`src/rtl/micro_sequencer_pkg.sv`:
```
// Shared encodings for the PDUA microprogram sequencer: sequencing ops,
// condition selects and controller states.
package micro_sequencer_pkg;

   // Sequencing field of a microinstruction
   localparam logic [2:0] USEQ_NEXT     = 3'd0;
   localparam logic [2:0] USEQ_JUMP     = 3'd1;
   localparam logic [2:0] USEQ_DISPATCH = 3'd2;
   localparam logic [2:0] USEQ_FETCH    = 3'd3;
   localparam logic [2:0] USEQ_CALL     = 3'd4;
   localparam logic [2:0] USEQ_RET      = 3'd5;
   localparam logic [2:0] USEQ_HALT     = 3'd6;
   localparam logic [2:0] USEQ_RSVD     = 3'd7;

   // Condition select field
   localparam logic [2:0] COND_ALWAYS = 3'd0;
   localparam logic [2:0] COND_C      = 3'd1;
   localparam logic [2:0] COND_NC     = 3'd2;
   localparam logic [2:0] COND_Z      = 3'd3;
   localparam logic [2:0] COND_NZ     = 3'd4;
   localparam logic [2:0] COND_N      = 3'd5;
   localparam logic [2:0] COND_NN     = 3'd6;
   localparam logic [2:0] COND_P      = 3'd7;

   // Controller states; ST_STALL is only reachable with the hazard-stall build
   typedef enum logic [1:0] {
      ST_RUN   = 2'd0,
      ST_HALT  = 2'd1,
      ST_STALL = 2'd2
   } state_t;

endpackage

```
`src/rtl/micro_sequencer_cond_mux.sv`:
```
// Branch condition multiplexer: selects one flag (or its inverse) according
// to the microinstruction's condition field.
module micro_sequencer_cond_mux
   import micro_sequencer_pkg::*;
(
   input  logic [2:0] cond_sel_i,
   input  logic       c_i,
   input  logic       n_i,
   input  logic       z_i,
   input  logic       p_i,
   output logic       cond_o
);

   // Pure decode of the condition field against the registered flags
   always_comb begin
      cond_o = 1'b1;
      case (cond_sel_i)
         COND_ALWAYS: cond_o = 1'b1;
         COND_C:      cond_o = c_i;
         COND_NC:     cond_o = ~c_i;
         COND_Z:      cond_o = z_i;
         COND_NZ:     cond_o = ~z_i;
         COND_N:      cond_o = n_i;
         COND_NN:     cond_o = ~n_i;
         COND_P:      cond_o = p_i;
         default:     cond_o = 1'b1;
      endcase
   end

endmodule

```
`src/rtl/micro_sequencer.sv`:
```
// Microprogram sequencer for the PDUA core. Holds the micro-PC that addresses
// the asynchronous microcode ROM and executes one sequencing op per cycle.
// Optional build macro USEQ_FLAG_HAZARD_STALL_EN: a conditional JUMP/CALL
// issued together with a flag write waits one cycle (STALL) so the branch
// sees the updated flags.
module micro_sequencer
   import micro_sequencer_pkg::*;
#(
   parameter int                     UADDR_WIDTH  = 8,
   parameter int                     OPCODE_WIDTH = 5,
   parameter logic [UADDR_WIDTH-1:0] FETCH_ADDR   = '0
) (
   input  logic                    clk,
   input  logic                    rst,
   input  logic                    hold,
   input  logic [2:0]              useq_op,
   input  logic [2:0]              cond_sel,
   input  logic [UADDR_WIDTH-1:0]  jump_addr,
   input  logic [OPCODE_WIDTH-1:0] opcode,
   input  logic                    enaf,
   input  logic                    C,
   input  logic                    N,
   input  logic                    Z,
   input  logic                    P,
   output logic [UADDR_WIDTH-1:0]  uaddr,
   output logic                    taken,
   output logic                    halted,
   output logic                    stall
);

   state_t                  state_q;
   logic [UADDR_WIDTH-1:0]  uaddr_q, uaddr_d;
   logic [UADDR_WIDTH-1:0]  ret_q, ret_d;
   logic                    taken_q, taken_d;
   logic                    halted_q, stall_q;
   logic [UADDR_WIDTH-1:0]  uaddr_inc;
   logic                    cond;
   logic                    halt_req;
   logic                    hazard;

   micro_sequencer_cond_mux u_cond_mux (
      .cond_sel_i (cond_sel),
      .c_i        (C),
      .n_i        (N),
      .z_i        (Z),
      .p_i        (P),
      .cond_o     (cond)
   );

   assign uaddr_inc = uaddr_q + UADDR_WIDTH'(1);

`ifdef USEQ_FLAG_HAZARD_STALL_EN
   // A conditional branch in the same microinstruction as a flag write would
   // otherwise test stale flags; flag it so RUN can detour through STALL.
   assign hazard = ((useq_op == USEQ_JUMP) || (useq_op == USEQ_CALL)) &&
                   (cond_sel != COND_ALWAYS) && enaf;
`else
   // Base build: branches always use the flags present at the edge.
   logic unused_enaf;
   assign unused_enaf = enaf;
   assign hazard      = 1'b0;
`endif

   // Next micro-PC, return address and taken flag for the presented op
   always_comb begin
      uaddr_d  = uaddr_inc;
      ret_d    = ret_q;
      taken_d  = taken_q;
      halt_req = 1'b0;
      case (useq_op)
         USEQ_NEXT: uaddr_d = uaddr_inc;
         USEQ_JUMP: begin
            taken_d = cond;
            uaddr_d = cond ? jump_addr : uaddr_inc;
         end
         USEQ_DISPATCH: uaddr_d = UADDR_WIDTH'(opcode) << (UADDR_WIDTH - OPCODE_WIDTH);
         USEQ_FETCH:    uaddr_d = FETCH_ADDR;
         USEQ_CALL: begin
            taken_d = cond;
            if (cond) begin
               ret_d   = uaddr_inc;
               uaddr_d = jump_addr;
            end
         end
         USEQ_RET: uaddr_d = ret_q;
         USEQ_HALT: begin
            uaddr_d  = uaddr_q;
            halt_req = 1'b1;
         end
         USEQ_RSVD: uaddr_d = uaddr_inc;
         default:   uaddr_d = uaddr_inc;
      endcase
   end

   // Controller FSM: reset, hold freeze, RUN/HALT/STALL sequencing
   always_ff @(posedge clk) begin
      if (rst) begin
         state_q  <= ST_RUN;
         uaddr_q  <= FETCH_ADDR;
         ret_q    <= '0;
         taken_q  <= 1'b0;
         halted_q <= 1'b0;
         stall_q  <= 1'b0;
      end else if (!hold) begin
         case (state_q)
            ST_RUN: begin
               if (halt_req) begin
                  state_q  <= ST_HALT;
                  halted_q <= 1'b1;
               end else if (hazard) begin
                  state_q <= ST_STALL;
                  stall_q <= 1'b1;
               end else begin
                  uaddr_q <= uaddr_d;
                  ret_q   <= ret_d;
                  taken_q <= taken_d;
               end
            end
            ST_HALT: begin
               state_q <= ST_HALT;
            end
`ifdef USEQ_FLAG_HAZARD_STALL_EN
            ST_STALL: begin
               // Re-presented op runs with updated flags; enaf no longer matters
               stall_q <= 1'b0;
               if (halt_req) begin
                  state_q  <= ST_HALT;
                  halted_q <= 1'b1;
               end else begin
                  state_q <= ST_RUN;
                  uaddr_q <= uaddr_d;
                  ret_q   <= ret_d;
                  taken_q <= taken_d;
               end
            end
`endif
            default: begin
               state_q <= ST_RUN;
               stall_q <= 1'b0;
            end
         endcase
      end
   end

   assign uaddr  = uaddr_q;
   assign taken  = taken_q;
   assign halted = halted_q;
   assign stall  = stall_q;

endmodule

```
`config.mk`:
```
export PLATFORM = sky130hd
export DESIGN_NAME = micro_sequencer
export DESIGN_NICKNAME = d
export VERILOG_FILES = /design/src/rtl/micro_sequencer_pkg.sv /design/src/rtl/micro_sequencer_cond_mux.sv /design/src/rtl/micro_sequencer.sv
export SDC_FILE = /design/constraint.sdc
export NUM_CORES = 1
export LEC_CHECK = 0
export CORE_MARGIN = 4
export CORE_UTILIZATION = 40
export DETAILED_ROUTE_END_ITERATION = 8
export PLACE_DENSITY = 0.72
export SETUP_SLACK_MARGIN = 0.05
export SYNTH_ARGS = -nofsm -noshare
export SYNTH_HDL_FRONTEND = slang
export SYNTH_SLANG_ARGS = --single-unit
```
`constraint.sdc`:
```
create_clock -name clk -period 2.1 [get_ports clk]
set_input_delay 0.315 -clock clk [delete_from_list [all_inputs] [get_ports clk]]
set_output_delay 0.315 -clock clk [all_outputs]
set_load 0.01 [all_outputs]
```
# Word-level counts from Yosys, hierarchy flattened
# Cells that the tools add are included.
[word_totals]
reg_bits = 20
inputBits = 27
out_inout_bits = 11
wordCells = 44
[classes]
addsub = 1
n_eq_ne = 16
n_mux = 6
n_bitwise = 6
n_reduce_logical = 10
[ops]
columns = ["op", "count"]
rows = [
  ["8-bit case mux with 5 select lines", 1],
  ["3-bit == test (second input constant)", 8],
  ["3-bit by 2-bit == test with 1-bit output (second input constant)", 4],
  ["8-bit by 1-bit adder with 8-bit output (second input constant)", 1],
  ["8-bit 2-to-1 mux", 1],
  ["1-bit case mux with 8 select lines", 1],
  ["4-bit AND reduction", 2],
  ["3-bit by 1-bit == test with 1-bit output (second input constant)", 2],
  ["3-bit zero test", 2],
  ["1-bit inverter", 6],
  ["5-bit AND reduction", 1],
  ["2-bit case mux with 2 select lines", 1],
  ["2-bit OR reduction", 2],
  ["3-bit AND reduction", 1],
  ["2-bit by 1-bit == test with 1-bit output (second input constant)", 1],
  ["2-bit zero test", 1],
  ["2-bit 2-to-1 mux", 1],
  ["2-bit != test (second input constant)", 1],
  ["2-bit AND reduction", 1],
  ["1-bit 2-to-1 mux", 1],
]

# Longest topological paths before layout
# Gate-level depths: netlist of the first run.
[depth]
word_depth = 4
ltp_mapped = 7
ltp_nobuf = 6

# By module
# Synthesis of the first run repeated with hierarchy kept, for this count alone.
[hier_totals]
hier_cells = 150
area_unflattened_um2 = 1212.4
[by_module_without_submodules]
columns = ["module", "n_inst", "cells_each", "area_each_um2"]
rows = [
  ["micro_sequencer", 1, 141, 1148.6],
  ["micro_sequencer_cond_mux", 1, 9, 63.8],
]

# Least setup slack after synthesis of the first run
# OpenSTA, ideal clock, no wires.
[synth_timing]
path_kind = "in2reg"
startpoint = "input port cond_sel[1]"
endpoint = "register ret_q[3]"
setup_time_ns = 0.080
t_arrival_ns = 1.803
setup_slack_ns = 0.217
stages = 6
path_buffers = 1
path_cell_list = "mux2_1 -> mux4_2 -> nor4_4 -> buf_6 -> nor2_1 -> a211oi_2"
[synth_between]
elab_chain_cells = 3
word_cells_on_any_way = 10
classes_between = "eq/ne (7); mux (1); reduce/logical (2)"
[synth_rtl]
columns = ["item", "line", "text"]
rows = [
  ["from (decl)", "micro_sequencer.sv:17", "input logic [2:0] cond_sel,"],
  ["3-bit == test (tied with other cells)", "micro_sequencer_cond_mux.sv:17", "case (cond_sel_i)"],
  ["1-bit case mux with 8 select lines *", "micro_sequencer_cond_mux.sv:17", ""],
  ["5-bit AND reduction (no source line) *", "-", ""],
  ["to (signal assigned)", "micro_sequencer.sv:115", "ret_q <= ret_d;"],
  ["to (decl)", "micro_sequencer.sv:33", "logic [UADDR_WIDTH-1:0] ret_q, ret_d;"],
]
# Mark *: on every way between the ends. The rest lies on a longest branch, timed or not.
# A chain may end at the register's enable or synchronous reset.

# Worst setup path after layout of the first run
[layout_timing]
startpoint = "input port C"
endpoint = "register ret_q[7]"
[layout_between]
elab_chain_cells = 3
[layout_rtl]
columns = ["item", "line", "text"]
rows = [
  ["from (decl)", "micro_sequencer.sv:21", "input logic C,"],
  ["1-bit inverter", "micro_sequencer_cond_mux.sv:20", "COND_NC: cond_o = ~c_i;"],
  ["1-bit case mux with 8 select lines *", "micro_sequencer_cond_mux.sv:17", ""],
  ["5-bit AND reduction (no source line) *", "-", ""],
]
# Marked as above.

==> PnR_summary.wiki, run 1 <==
{| class="wikitable"
! Metric !! Value
|-
| Status || completed
|-
| Number of top-level pins || 38
|-
| Total of fill cells in the finished design || about 270
|-
| Final critical-path required period || 1955 ps
|-
| Final Routed Wirelength || around 3600 µm
|-
| Layout cells sized above 1 || 0.1756
|-
| Starting density of the core || 0.4298
|-
| CTS tree || built
|-
| ANT cells || 0
|-
| Wire length of the first global-routing pass || between 6000 and 7000 µm
|-
| Via count || 1385
|-
| Terminating pin of the worst hold path || halted$_SDFFE_PP0P_
|-
| Number of antenna violations at the first check in global routing || 0
|-
| Path category of the worst min-delay check || register to register
|-
| Metal2 WL || 1792 µm
|-
| Highest net fanout along the worst path || 6
|-
| Pre-antenna DRT Iters || 4
|-
| Power per unit of standard cell area || 487.7 mW/mm²
|-
| Clock Sink Count || 19
|-
| Synthesis-to-layout area growth || 45.10%
|-
| Syn. warnings || 0
|-
| Most used cells in the layout excluding fill and tap cells || 32 x sky130_fd_sc_hd__clkdlybuf4s50_1, 25 x sky130_fd_sc_hd__nor2_1, 20 x sky130_fd_sc_hd__buf_4
|-
| Count of max-cap constraint violations || 0
|-
| Half-perimeter wire length after placement || 2869 µm
|-
| Final Slew Violations || 0
|-
| Number of buffers on the longest clock path || 2
|-
| Count of state elements after synthesis || 19
|-
| Data arrival, critical path || 2170 ps
|-
| Number of nets still failing antenna checks after routing || 0
|-
| Count of flip-flops with a built-in enable after synthesis || 0
|-
| Timing-limited maximum frequency || 511.5 MHz
|-
| Clock transition at path regs || 110 ps
|-
| Path depth of the worst reg2reg path || 6
|-
| Number of distinct library cells after synthesis || 38
|-
| Top flip-flop cell by instance count after synthesis || sky130_fd_sc_hd__dfxtp_1
|-
| Buffer cell driving the clock tree root || sky130_fd_sc_hd__clkbuf_4
|-
| Async SR Flop Fraction || 0
|-
| Drt initial violations || 62
|-
| Worst IR Drop VDD || between 0.4 and 0.5 mV
|-
| Clock skew || ~0.47 ps
|-
| Height of the die || 63.37 µm
|-
| Critical-path cell with the highest stage delay || sky130_fd_sc_hd__mux4_2
|-
| Final Util || 0.6237
|-
| DRC errors left || 0
|-
| Total number of placement rows || 19
|-
| RSZ-0062 raised after global routing || no
|-
| Final-layout setup total negative slack || 0 ps
|-
| Critical Path Source Type || primary input
|-
| Final net count || 234
|-
| Req. time, crit path || 2320 ps
|-
| Port bufs || 35
|-
| Vias in the first global route || 1339
|-
| Post-route clock period utilization || 0.9310
|-
| Post-Synthesis Net Count || approximately 180
|-
| Most common cell after layout, fill and taps aside || sky130_fd_sc_hd__clkdlybuf4s50_1
|-
| Top sig layer || met4
|-
| Reg-to-reg setup timing slack || 330 ps
|-
| Gate Count Post-Synth || 153
|-
| Routed length per placed instance || approximately 15 µm
|-
| Post-synthesis instance area || 0.001226 mm²
|-
| Source of the worst register-to-register timing path || uaddr[1]$_SDFFE_PP0P_
|-
| Register area || ~380 µm²
|-
| Endpoint of the most critical register-to-register path || uaddr[4]$_SDFFE_PP0P_
|-
| Sequential area share after synthesis || 0.3102
|-
| Crit. End Element || register
|-
| Horizontal die dimension || ~63 µm
|-
| Cell-by-cell listing of the critical path || clkdlybuf4s50_1 -> and2_1 -> mux4_2 -> nor4_4 -> buf_4 -> nor2_1 -> a211oi_1
|-
| Skew-Pair Late Insertion Delay || 300 ps
|-
| Longest individual stage delay on the worst path || 490 ps
|-
| Critical path start-end classification || primary input to register
|-
| Final setup vio count || 0
|-
| Ratio of routed vias to standard cells || 5.869
|-
| H-Tree Depth || 1
|-
| Combined global-route utilization of all metal layers || 0.1833
|-
| Synthesized area divided by synthesized cell count || 8.014 µm²
|-
| Total Die Area || ~0.0040 mm²
|-
| Length of routed wiring on met1 || roughly 1500 µm
|-
| Leakage power of the design || slightly below 0.7 nW
|-
| Count of endpoints failing hold in the final timing report || 0
|-
| Worst hold path stage count || 2
|-
| Maximum number of pins on one net before global-route repair || 13
|-
| Final weighted congestion in routability-driven placement || 0.8397
|-
| Area of combinational cells with multiple inputs || 792.0 µm²
|-
| Area of the core || 0.002853 mm²
|-
| Worst Hold Launch || halted$_SDFFE_PP0P_
|-
| Met3 routed WL || 290 µm
|-
| GRT Residual Overflow || 0
|-
| Clock buffer count from CTS || 3
|}
cells by family (layout without fill, tap and decap cells):
group	Yosys count	after routing	synth area share
AND/OR/NAND/NOR	56	56	0.2163
XOR/XNOR	7	7	0.05000
other	1	1	0.003058
buffers and inverters	12	64	0.04693
adder cells (fa/ha/maj)	1	1	0.01020
multiplexers	8	8	0.07653
AO/OA/AOI/OAI	49	49	0.2867
flip-flops	19	19	0.3102
sequential cells by signal, indices dropped and copies added, names as in the netlist:
| signal | cells |
|---|---|
| ret_q | 8 |
| uaddr | 8 |
| state_q | 1 |
| halted | 1 |
| taken | 1 |
per-layer routing:
metal	up-vias	track usage
met4	0	0.02965
met2	59	0.3181
met1	650	0.2256
li1	670	-
met3	6	0.05506
met5	-	0
Yosys cell counts, types with 2 or more instances:
master                      n  area (µm²)
sky130_fd_sc_hd__o22ai_1    2       12.51
sky130_fd_sc_hd__or2_2      4       25.02
sky130_fd_sc_hd__a211oi_2   4       50.05
sky130_fd_sc_hd__inv_1      3       11.26
sky130_fd_sc_hd__xnor2_1    4       35.03
sky130_fd_sc_hd__nand3_1    5       25.02
sky130_fd_sc_hd__clkbuf_1   5       18.77
sky130_fd_sc_hd__a21oi_1    7       35.03
sky130_fd_sc_hd__a31oi_1    4       25.02
sky130_fd_sc_hd__dfxtp_1   19       380.4
sky130_fd_sc_hd__a221o_1    2       20.02
sky130_fd_sc_hd__nand2_1   11       41.29
sky130_fd_sc_hd__or3_1      3       18.77
sky130_fd_sc_hd__mux2i_1    6       60.06
sky130_fd_sc_hd__a211oi_1   4       30.03
sky130_fd_sc_hd__nor2_1    25       93.84
sky130_fd_sc_hd__a221oi_1   4       35.03
sky130_fd_sc_hd__nor3_1     3       15.01
sky130_fd_sc_hd__o211ai_1   2       15.01
sky130_fd_sc_hd__a222oi_1   3       30.03
sky130_fd_sc_hd__xor2_1     3       26.28
sky130_fd_sc_hd__a211o_1    2       17.52
sky130_fd_sc_hd__o21ai_0   13       65.06
per-stage QoR:
stage / setup slack, ps / power [mW] / cell area (µm²) / std cells / hold slack [ps]
2_1_floorplan: 217.5 / 0.5387 / 1226 / 153 / 451.8
3_3_place_gp: -232.9 / 0.6661 / 1727 / 231 / 465.2
3_5_place_dp: -301.2 / 0.6743 / 1727 / 231 / 481.8
4_1_cts: 29.48 / 0.8671 / 1757 / 235 / 513.0
5_1_grt: 50.38 / 0.9145 / 1779 / 236 / 522.3
6_report: 144.9 / 0.8678 / 1779 / 236 / 499.5
worst max-delay path: cells and delay by family:
| family | cells | cell delay [ps] |
|---|---|---|
| buffers and inverters | 2 | 620 |
| and+or+nand+nor | 3 | 530 |
| muxes | 1 | 490 |
| AOI/OAI and AO/OA | 1 | 210 |
layout make-up:
type / instances / area share
inverter: 3 / 0.006329
clock buffer: 4 / 0.01477
sequential: 19 / 0.2138
tap: 31 / 0.02180
multi-input combinational: 122 / 0.4451
timing repair buffer: 57 / 0.2982
worst max-delay path by stage:
stage / start / end / slack, ps / cells after the start
2_1_floorplan: cond_sel[1] / ret_q[3]$_SDFFE_PP0P_ / 220 / 6
3_5_place_dp: cond_sel[1] / uaddr[4]$_SDFFE_PP0P_ / -300 / 7
3_3_place_gp: cond_sel[1] / uaddr[3]$_SDFFE_PP0P_ / -230 / 7
4_1_cts: cond_sel[1] / ret_q[1]$_SDFFE_PP0P_ / 30 / 7
6_report: C / ret_q[7]$_SDFFE_PP0P_ / 140 / 7
5_1_grt: C / ret_q[1]$_SDFFE_PP0P_ / 50 / 7
power by group:
group	total [mW]	internal, mW	leakage (nW)	switching, mW
sequential	0.396	0.377	0.155	0.0187
combinational	0.279	0.151	0.504	0.128
clock	0.193	0.0740	0.0150	0.119
what timing repair did:
action                                 CTS  global route
gates resized for setup                  1             5
hold buffers                             0             0
pin swaps                                0             1
endpoints found under the hold margin    0             0
setup endpoints to repair                4            14
buffers inserted                         0             1
No activity file was read; power rests on OpenSTA's default activity.
==> inputs of run 2 (changes only) <==
--- a/config.mk
+++ b/config.mk
@@ -10,6 +10,7 @@
 export DETAILED_ROUTE_END_ITERATION = 8
 export PLACE_DENSITY = 0.72
 export SETUP_SLACK_MARGIN = 0.05
+export SKIP_LAST_GASP = 1
 export SYNTH_ARGS = -nofsm -noshare
 export SYNTH_HDL_FRONTEND = slang
 export SYNTH_SLANG_ARGS = --single-unit
==> results of run 2 <==
Same layout as run 1: the final DEF is identical, and so are final timing and power.
